**src/rtl/dot_product_sequencer_pkg.sv**
```systemverilog
// Shared types and width helpers for the dot-product sequencer.
// Imported by the sequencer, its accumulator and its interface.
package dot_seq_pkg;

    typedef enum logic [1:0] {
        IDLE,
        RUN,
        DRAIN,
        DONE
    } state_e;

    localparam int LANES = 8;

    function automatic int pp_size(input int in0, input int in1);
        return in0 + in1;
    endfunction

    function automatic int dp_out_size(input int in0, input int in1);
        return pp_size(in0, in1) + 8;
    endfunction

endpackage

```
**src/rtl/dot_product_sequencer_if.sv**
```systemverilog
// Operand beat stream and result stream of the dot-product sequencer.
// The sequencer is the slave; the feeding/consuming side is the master.
interface dot_product_sequencer_if
    import dot_seq_pkg::*;
#(
    parameter int IN_SIZE_0 = 4,
    parameter int IN_SIZE_1 = 8,
    parameter int ACC_SIZE  = 32
);

    logic                 a_valid;
    logic                 a_ready;
    logic [IN_SIZE_0-1:0] a_0 [LANES];
    logic [IN_SIZE_1-1:0] a_1 [LANES];

    logic                 res_valid;
    logic                 res_ready;
    logic [ACC_SIZE-1:0]  res;
    logic                 ovf;

    modport master (
        output a_valid, a_0, a_1, res_ready,
        input  a_ready, res_valid, res, ovf
    );

    modport slave (
        input  a_valid, a_0, a_1, res_ready,
        output a_ready, res_valid, res, ovf
    );

endinterface

```
**src/rtl/dot_product_sequencer_acc.sv**
```systemverilog
// Resolves a datapath sum/carry pair, sign-extends it and accumulates it
// with a sticky signed-overflow flag.
module dot_acc #(
    parameter int DP_W     = 20,
    parameter int ACC_SIZE = 32
) (
    input  logic                clk_i,
    input  logic                rst_i,
    input  logic                en,
    input  logic                clr,
    input  logic [DP_W-1:0]     sum,
    input  logic [DP_W-1:0]     carry,
    output logic [ACC_SIZE-1:0] acc,
    output logic                ovf
);

    logic [DP_W-1:0]     partial;
    logic [ACC_SIZE-1:0] ext;
    logic [ACC_SIZE-1:0] nxt;
    logic                ovf_add;

    always_comb begin
        partial = sum + carry;
        ext     = ACC_SIZE'($signed(partial));
        nxt     = acc + ext;
        // same-sign operands giving a result of the other sign
        ovf_add = (acc[ACC_SIZE-1] == ext[ACC_SIZE-1]) &&
                  (nxt[ACC_SIZE-1] != acc[ACC_SIZE-1]);
    end

    always_ff @(posedge clk_i or posedge rst_i) begin
        if (rst_i) begin
            acc <= '0;
            ovf <= 1'b0;
        end else if (clr) begin
            acc <= '0;
            ovf <= 1'b0;
        end else if (en) begin
            acc <= nxt;
            ovf <= ovf | ovf_add;
        end
    end

endmodule

```
**src/rtl/dot_product_sequencer.sv**
```systemverilog
// Feeds operand beats to the 2-stage multiply/compress datapath and
// accumulates its sum/carry output into one signed result per job.
module dot_product_sequencer
    import dot_seq_pkg::*;
#(
    parameter int IN_SIZE_0 = 4,
    parameter int IN_SIZE_1 = 8,
    parameter int ACC_SIZE  = 32,
    parameter int LEN_SIZE  = 16,
    localparam int DP_W     = dp_out_size(IN_SIZE_0, IN_SIZE_1)
) (
    input  logic                 clk_i,
    input  logic                 rst_i,
    input  logic                 start_i,
    input  logic [LEN_SIZE-1:0]  len_i,
    output logic                 busy_o,
    output logic [IN_SIZE_0-1:0] dp_in_0_o [LANES],
    output logic [IN_SIZE_1-1:0] dp_in_1_o [LANES],
    input  logic [DP_W-1:0]      dp_out_i  [2],
    dot_product_sequencer_if.slave bus
);

    state_e              state;
    logic [LEN_SIZE-1:0] len_q;
    logic [LEN_SIZE-1:0] issued;
    logic [LEN_SIZE-1:0] issued_nxt;
    logic [1:0]          v;
    logic                a_ready_q;
    logic                res_valid_q;
    logic                busy_q;
    logic                fire;
    logic                clr;
    logic [ACC_SIZE-1:0] acc;
    logic                ovf;

    assign fire       = bus.a_valid & a_ready_q;
    assign clr        = (state == IDLE) & start_i;
    assign issued_nxt = issued + LEN_SIZE'(1);

    // idle lanes are forced to zero so bubbles contribute nothing
    always_comb begin
        for (int i = 0; i < LANES; i++) begin
            dp_in_0_o[i] = fire ? bus.a_0[i] : '0;
            dp_in_1_o[i] = fire ? bus.a_1[i] : '0;
        end
    end

    always_ff @(posedge clk_i or posedge rst_i) begin
        if (rst_i) begin
            state       <= IDLE;
            len_q       <= '0;
            issued      <= '0;
            v           <= '0;
            a_ready_q   <= 1'b0;
            res_valid_q <= 1'b0;
            busy_q      <= 1'b0;
        end else begin
            v <= {v[0], fire};
            unique case (state)
                IDLE: begin
                    if (start_i) begin
                        len_q  <= len_i;
                        issued <= '0;
                        busy_q <= 1'b1;
                        if (len_i == '0) begin
                            state       <= DONE;
                            res_valid_q <= 1'b1;
                        end else begin
                            state     <= RUN;
                            a_ready_q <= 1'b1;
                        end
                    end
                end
                RUN: begin
                    if (fire) begin
                        issued <= issued_nxt;
                        if (issued_nxt == len_q) begin
                            state     <= DRAIN;
                            a_ready_q <= 1'b0;
                        end
                    end
                end
                DRAIN: begin
                    // last pending partial lands on this same edge
                    if (!v[0]) begin
                        state       <= DONE;
                        res_valid_q <= 1'b1;
                    end
                end
                DONE: begin
                    if (bus.res_ready) begin
                        state       <= IDLE;
                        res_valid_q <= 1'b0;
                        busy_q      <= 1'b0;
                    end
                end
                default: state <= IDLE;
            endcase
        end
    end

    dot_acc #(
        .DP_W     (DP_W),
        .ACC_SIZE (ACC_SIZE)
    ) u_acc (
        .clk_i (clk_i),
        .rst_i (rst_i),
        .en    (v[1]),
        .clr   (clr),
        .sum   (dp_out_i[0]),
        .carry (dp_out_i[1]),
        .acc   (acc),
        .ovf   (ovf)
    );

    assign busy_o        = busy_q;
    assign bus.a_ready   = a_ready_q;
    assign bus.res_valid = res_valid_q;
    assign bus.res       = acc;
    assign bus.ovf       = ovf;

endmodule
```
**src/flat_wrapper.sv**
```systemverilog
// flat-port wrapper written by rule: the top's interface ports become plain ports
module dot_product_sequencer_flat import dot_seq_pkg::*;
#(
    parameter int IN_SIZE_0 = 4,
    parameter int IN_SIZE_1 = 8,
    parameter int ACC_SIZE  = 32,
    parameter int LEN_SIZE  = 16,
    localparam int DP_W     = dp_out_size(IN_SIZE_0, IN_SIZE_1)
)
  (clk_i, rst_i, start_i, len_i, busy_o, dp_in_0_o, dp_in_1_o, dp_out_i, bus_a_valid, bus_a_0, bus_a_1, bus_res_ready, bus_a_ready, bus_res_valid, bus_res, bus_ovf);
  dot_product_sequencer_if #(.IN_SIZE_0(IN_SIZE_0), .IN_SIZE_1(IN_SIZE_1), .ACC_SIZE(ACC_SIZE)) bus_i ();
  input  logic clk_i;
  input  logic rst_i;
  input  logic start_i;
  input  logic [LEN_SIZE-1:0] len_i;
  output logic busy_o;
  output logic [IN_SIZE_0-1:0] dp_in_0_o[LANES];
  output logic [IN_SIZE_1-1:0] dp_in_1_o[LANES];
  input  logic [DP_W-1:0] dp_out_i[2];
  input wire logic [$bits(bus_i.a_valid)-1:0] bus_a_valid;
  input wire logic [$bits(bus_i.a_0)-1:0] bus_a_0;
  input wire logic [$bits(bus_i.a_1)-1:0] bus_a_1;
  input wire logic [$bits(bus_i.res_ready)-1:0] bus_res_ready;
  output wire logic [$bits(bus_i.a_ready)-1:0] bus_a_ready;
  output wire logic [$bits(bus_i.res_valid)-1:0] bus_res_valid;
  output wire logic [$bits(bus_i.res)-1:0] bus_res;
  output wire logic [$bits(bus_i.ovf)-1:0] bus_ovf;
  assign bus_i.a_valid = bus_a_valid;
  assign bus_i.a_0 = {>>{bus_a_0}};
  assign bus_i.a_1 = {>>{bus_a_1}};
  assign bus_i.res_ready = bus_res_ready;
  assign bus_a_ready = bus_i.a_ready;
  assign bus_res_valid = bus_i.res_valid;
  assign bus_res = bus_i.res;
  assign bus_ovf = bus_i.ovf;
  dot_product_sequencer #(.IN_SIZE_0(IN_SIZE_0), .IN_SIZE_1(IN_SIZE_1), .ACC_SIZE(ACC_SIZE), .LEN_SIZE(LEN_SIZE)) u_core (.clk_i(clk_i), .rst_i(rst_i), .start_i(start_i), .len_i(len_i), .busy_o(busy_o), .dp_in_0_o(dp_in_0_o), .dp_in_1_o(dp_in_1_o), .dp_out_i(dp_out_i), .bus(bus_i));
endmodule
```
**config.mk**
```make
export PLATFORM = sky130hd
export DESIGN_NAME = dot_product_sequencer_flat
export DESIGN_NICKNAME = d
export VERILOG_FILES = /design/src/rtl/dot_product_sequencer_pkg.sv /design/src/rtl/dot_product_sequencer_if.sv /design/src/rtl/dot_product_sequencer_acc.sv /design/src/rtl/dot_product_sequencer.sv /design/src/flat_wrapper.sv
export SDC_FILE = /design/constraint.sdc
export NUM_CORES = 1
export LEC_CHECK = 0
export CAP_MARGIN = 40
export CORE_UTILIZATION = 40
export CTS_CLUSTER_DIAMETER = 150
export DETAILED_ROUTE_END_ITERATION = 10
export PLACE_DENSITY = 0.81
export REMOVE_ABC_BUFFERS = 1
export SLEW_MARGIN = 25
export SYNTH_ARGS = -nofsm -noshare
export SYNTH_HDL_FRONTEND = slang
export SYNTH_SLANG_ARGS = --single-unit
```
**constraint.sdc**
```tcl
create_clock -name clk_i -period 2.8 [get_ports clk_i]
set_clock_uncertainty 0.15 [all_clocks]
set_input_delay 0.42 -clock clk_i [delete_from_list [all_inputs] [get_ports clk_i]]
set_output_delay 0.42 -clock clk_i [all_outputs]
set_load 0.02 [all_outputs]
```
==> results.md <==
- Status: complete, but fails checks
- Failing checks: setup timing
- Reg-to-reg critical path endpoint: u_core.u_acc.acc[26]
- GRT Util Overall: 31.7%
- RSZ-0062 raised after global routing: yes
- Final hold vios: 0
- Dpl cells: 1434
- Worst Path Required: 2.89 ns
- Largest stage delay, worst path: 0.45 ns
- Worst slew pin tran: 0.708 ns
- Synth Register Bits: 72
- Worst Path Arrival: 4.54 ns
- Insertion delay to the later sink of the worst-skew pair: 0.36 ns
- Relative slew margins: 52.6%
- GRT overflow: 0
- R2R depth: 13
- Top_reg_cell synth: dfrtp_1
- Diode count: 0
- Depth of the CTS H-tree: 3
- Hold Buf Count CTS: 0
- Share of cells above drive strength 1: 26.2%
- Worst path slowest cell: o41a_1
- Final min period: 4.45 ns
- Max Freq: 225 MHz
- Async S/R FF share, synth: 100%
- Worst r2r src: u_core.u_acc.acc[0]
- Placed instance area: 0.0109 mm2
- Drt total wl: 30800 um
- Initial antenna violation count: 0
- Post-synthesis instance total: 821
- Sequential-to-total area share from yosys stat: 27.0%
- Die ar.: 0.0172 mm2
- DRT Pass-1 Iters: 5
- WL/cell: 20.9 um
- Maximum fanout along the worst path: 5
- Area Growth Syn to Fin: 81.7%
- CTS tree: built
- Crit end category: flip-flop
- Via/cell ratio: 5.79
- P per Cell Area: 326 mW/mm2
- Area of the multi-input gates: 0.00536 mm2
- Area contributors post-synth: dfrtp_1 (27%), ha_1 (10%), and3_1 (9.6%)
- Leak Pwr: 5.76 nW
- Fin util: 75.4%
- Global-route wire length before repair: 43700 um
- Max Cap Violations: 0
- Initial DRC Count: 580
- HPWL Detailed: 20000 um
- Gpl congestion: 0.959
- Port buffer count: 288
- Post-synth top area cell: dfrtp_1
- Synth cell types: 65
- Final Non-Filler Cells: 1477
- Top post-synthesis cells by count: and3_1 (103), nand2_1 (91), dfrtp_1 (72), nor2_1 (61), ha_1 (55)
- Vias in the first global route: 8140
- Syn. warnings: 0
- Startpoint Class: primary input
- Core area: 0.0161 mm2
- Endpoints failing setup: 28
- Clk buf depth: 2
- # fillers: 1022
- Via count: 8557
- Post-synth EDFFs: 0
- Largest net degree at the start of global routing: 71
- FF-to-FF setup slack: -0.34 ns
- Post-route cell area: 0.0121 mm2
- Count leader, synth: and3_1
- Starting Density: 41.5%
- PnR worst setup slack: -1.65 ns
- Mapped Area: 0.00668 mm2
- CTS buffer count: 9
- Setup CP Type: in2reg
- Maximum vdd drop: 263 uV
- Routed Antenna Nets: 0
- DRC errors left: 0
- Root Driver: clkbuf_16
- Sink Count: 72
- Chip height: 131 um
- Clk pin slew, worst setup/hold paths: 0.07 ns
- Die X: 131 um
- Top cell type's share of synthesized area: 27.0%
- FF+latch area: 0.00180 mm2
- Final Max Slew Viols: 0
- Row count: 46
- Cell Chain, Critical Path: buf_8, ha_4, inv_2, fa_2, nor2b_4, o21a_1, o21ai_2, a21o_1, a31oi_4, o211a_1, o41a_1, buf_4, buf_4, xor2_4, ha_4, nand2_2, nor2_4, a21oi_4, a21oi_2, a211oi_2, nor2_2, xor2_1, a21oi_1, a31o_1
- I/O pin cnt: 289
- Hold WC Path Type: in2async
- Nets: 1470
- Final Cycle Share: 159%
- Synth Area per Inst: 8.14 um2
[where the power goes]
group,total [mW],switching [mW],internal (mW)
Sequential,1.04,0,1.04
Clock,1.13,0.520,0.610
Combinational,1.79,0.853,0.939
[timing repair]
item                                    CTS  global route
resized for setup                       134            72
endpoints found under the setup margin   28            29
pin swaps                               113            81
endpoints found under the hold margin     0             0
setup buffers                            20            17
[cells in the final DEF (no fill, tap or decap), types with 8 or more instances in the layout]
master | netlist | routed
clkdlybuf4s50_1 | 0 | 273
buf_4 | 0 | 154
and3_1 | 103 | 103
nand2_1 | 91 | 87
dfrtp_1 | 72 | 70
nor2_1 | 61 | 51
ha_1 | 55 | 40
xnor2_1 | 47 | 38
a21o_1 | 25 | 25
mux2i_1 | 25 | 25
buf_6 | 0 | 23
o21ai_0 | 29 | 22
a21oi_1 | 41 | 22
inv_1 | 25 | 21
xor2_1 | 24 | 20
nand3_1 | 20 | 15
a21oi_2 | 0 | 14
o21ai_1 | 20 | 14
nand4_1 | 12 | 12
xnor2_2 | 1 | 10
ha_4 | 0 | 10
nand2b_1 | 9 | 9
o21ai_2 | 1 | 9
clkbuf_16 | 0 | 9
o21bai_1 | 9 | 8
[cell families (layout without fill, tap and decap cells)]
kind of cell             after synthesis  in the layout  share of synthesized area, %
AO/OA/AOI/OAI                        182            182                          17.4
XOR/XNOR                              72             72                          9.55
adder cells (fa/ha/maj)               57             57                          10.9
buffers and inverters                 67            507                          3.80
flip-flops                            72             72                          27.0
multiplexers                          28             28                          4.31
AND/OR/NAND/NOR                      343            343                          27.1
[through the flow]
stage                     power, mW  setup WS [ns]  hold WS [ns]  setup TNS (ns)
after CTS                      3.67          -1.29         0.173          -25.01
after global routing           4.11          -1.78         0.192          -36.87
after floorplan                1.67          -1.53         0.204          -27.37
after global placement         2.32          -2.15         0.238          -48.26
after detailed placement       2.35          -2.33         0.229          -51.87
final                          3.96          -1.65         0.181          -33.22
[cell type report]
cell class                      count  share of cell area [%]
Multi-Input combinational cell    682                    44.2
Inverter                           25                   0.772
Clock inverter                      7                   0.443
Sequential cell                    72                    14.9
Timing Repair Buffer              466                    35.7
Tap cell                          216                    2.22
Clock buffer                        9                    1.85
[worst max-delay path: cells and delay by family]
family,cells,cell delay [ns]
fa+ha+maj,3,0.73
simple gates,4,0.47
compound gates,11,2.06
buf+inv,4,0.46
xor+xnor,2,0.40
[state kept, by name, indices dropped and copies added (netlist names), 2 cells and up]
name and flops:
u_core.u_acc.acc 32, u_core.issued 16, u_core.len_q 16, u_core.state 2, u_core.v 2
[metal layers]
metal  global-route usage, %  up-vias  wire length (um)
met5                       0        -                 0
met4                    11.9        0              1490
met3                    5.25      128              2120
met2                    58.2      469             15500
met1                    36.8     4143             11700
li1                        -     3817                 -
[worst max path at each step]
stage | start | endpoint | slack [ns] | cells past startpoint
3_5_place_dp | dp_out_i[0] | u_core.u_acc.acc[27] | -2.33 | 23
6_report | dp_out_i[20] | u_core.u_acc.acc[31] | -1.65 | 24
2_1_floorplan | dp_out_i[2] | u_core.u_acc.acc[31] | -1.53 | 17
5_1_grt | dp_out_i[20] | u_core.u_acc.acc[31] | -1.78 | 23
4_1_cts | dp_out_i[20] | u_core.u_acc.acc[27] | -1.29 | 23
3_3_place_gp | dp_out_i[0] | u_core.u_acc.acc[27] | -2.15 | 23
No activity file was read; power rests on OpenSTA's default activity.
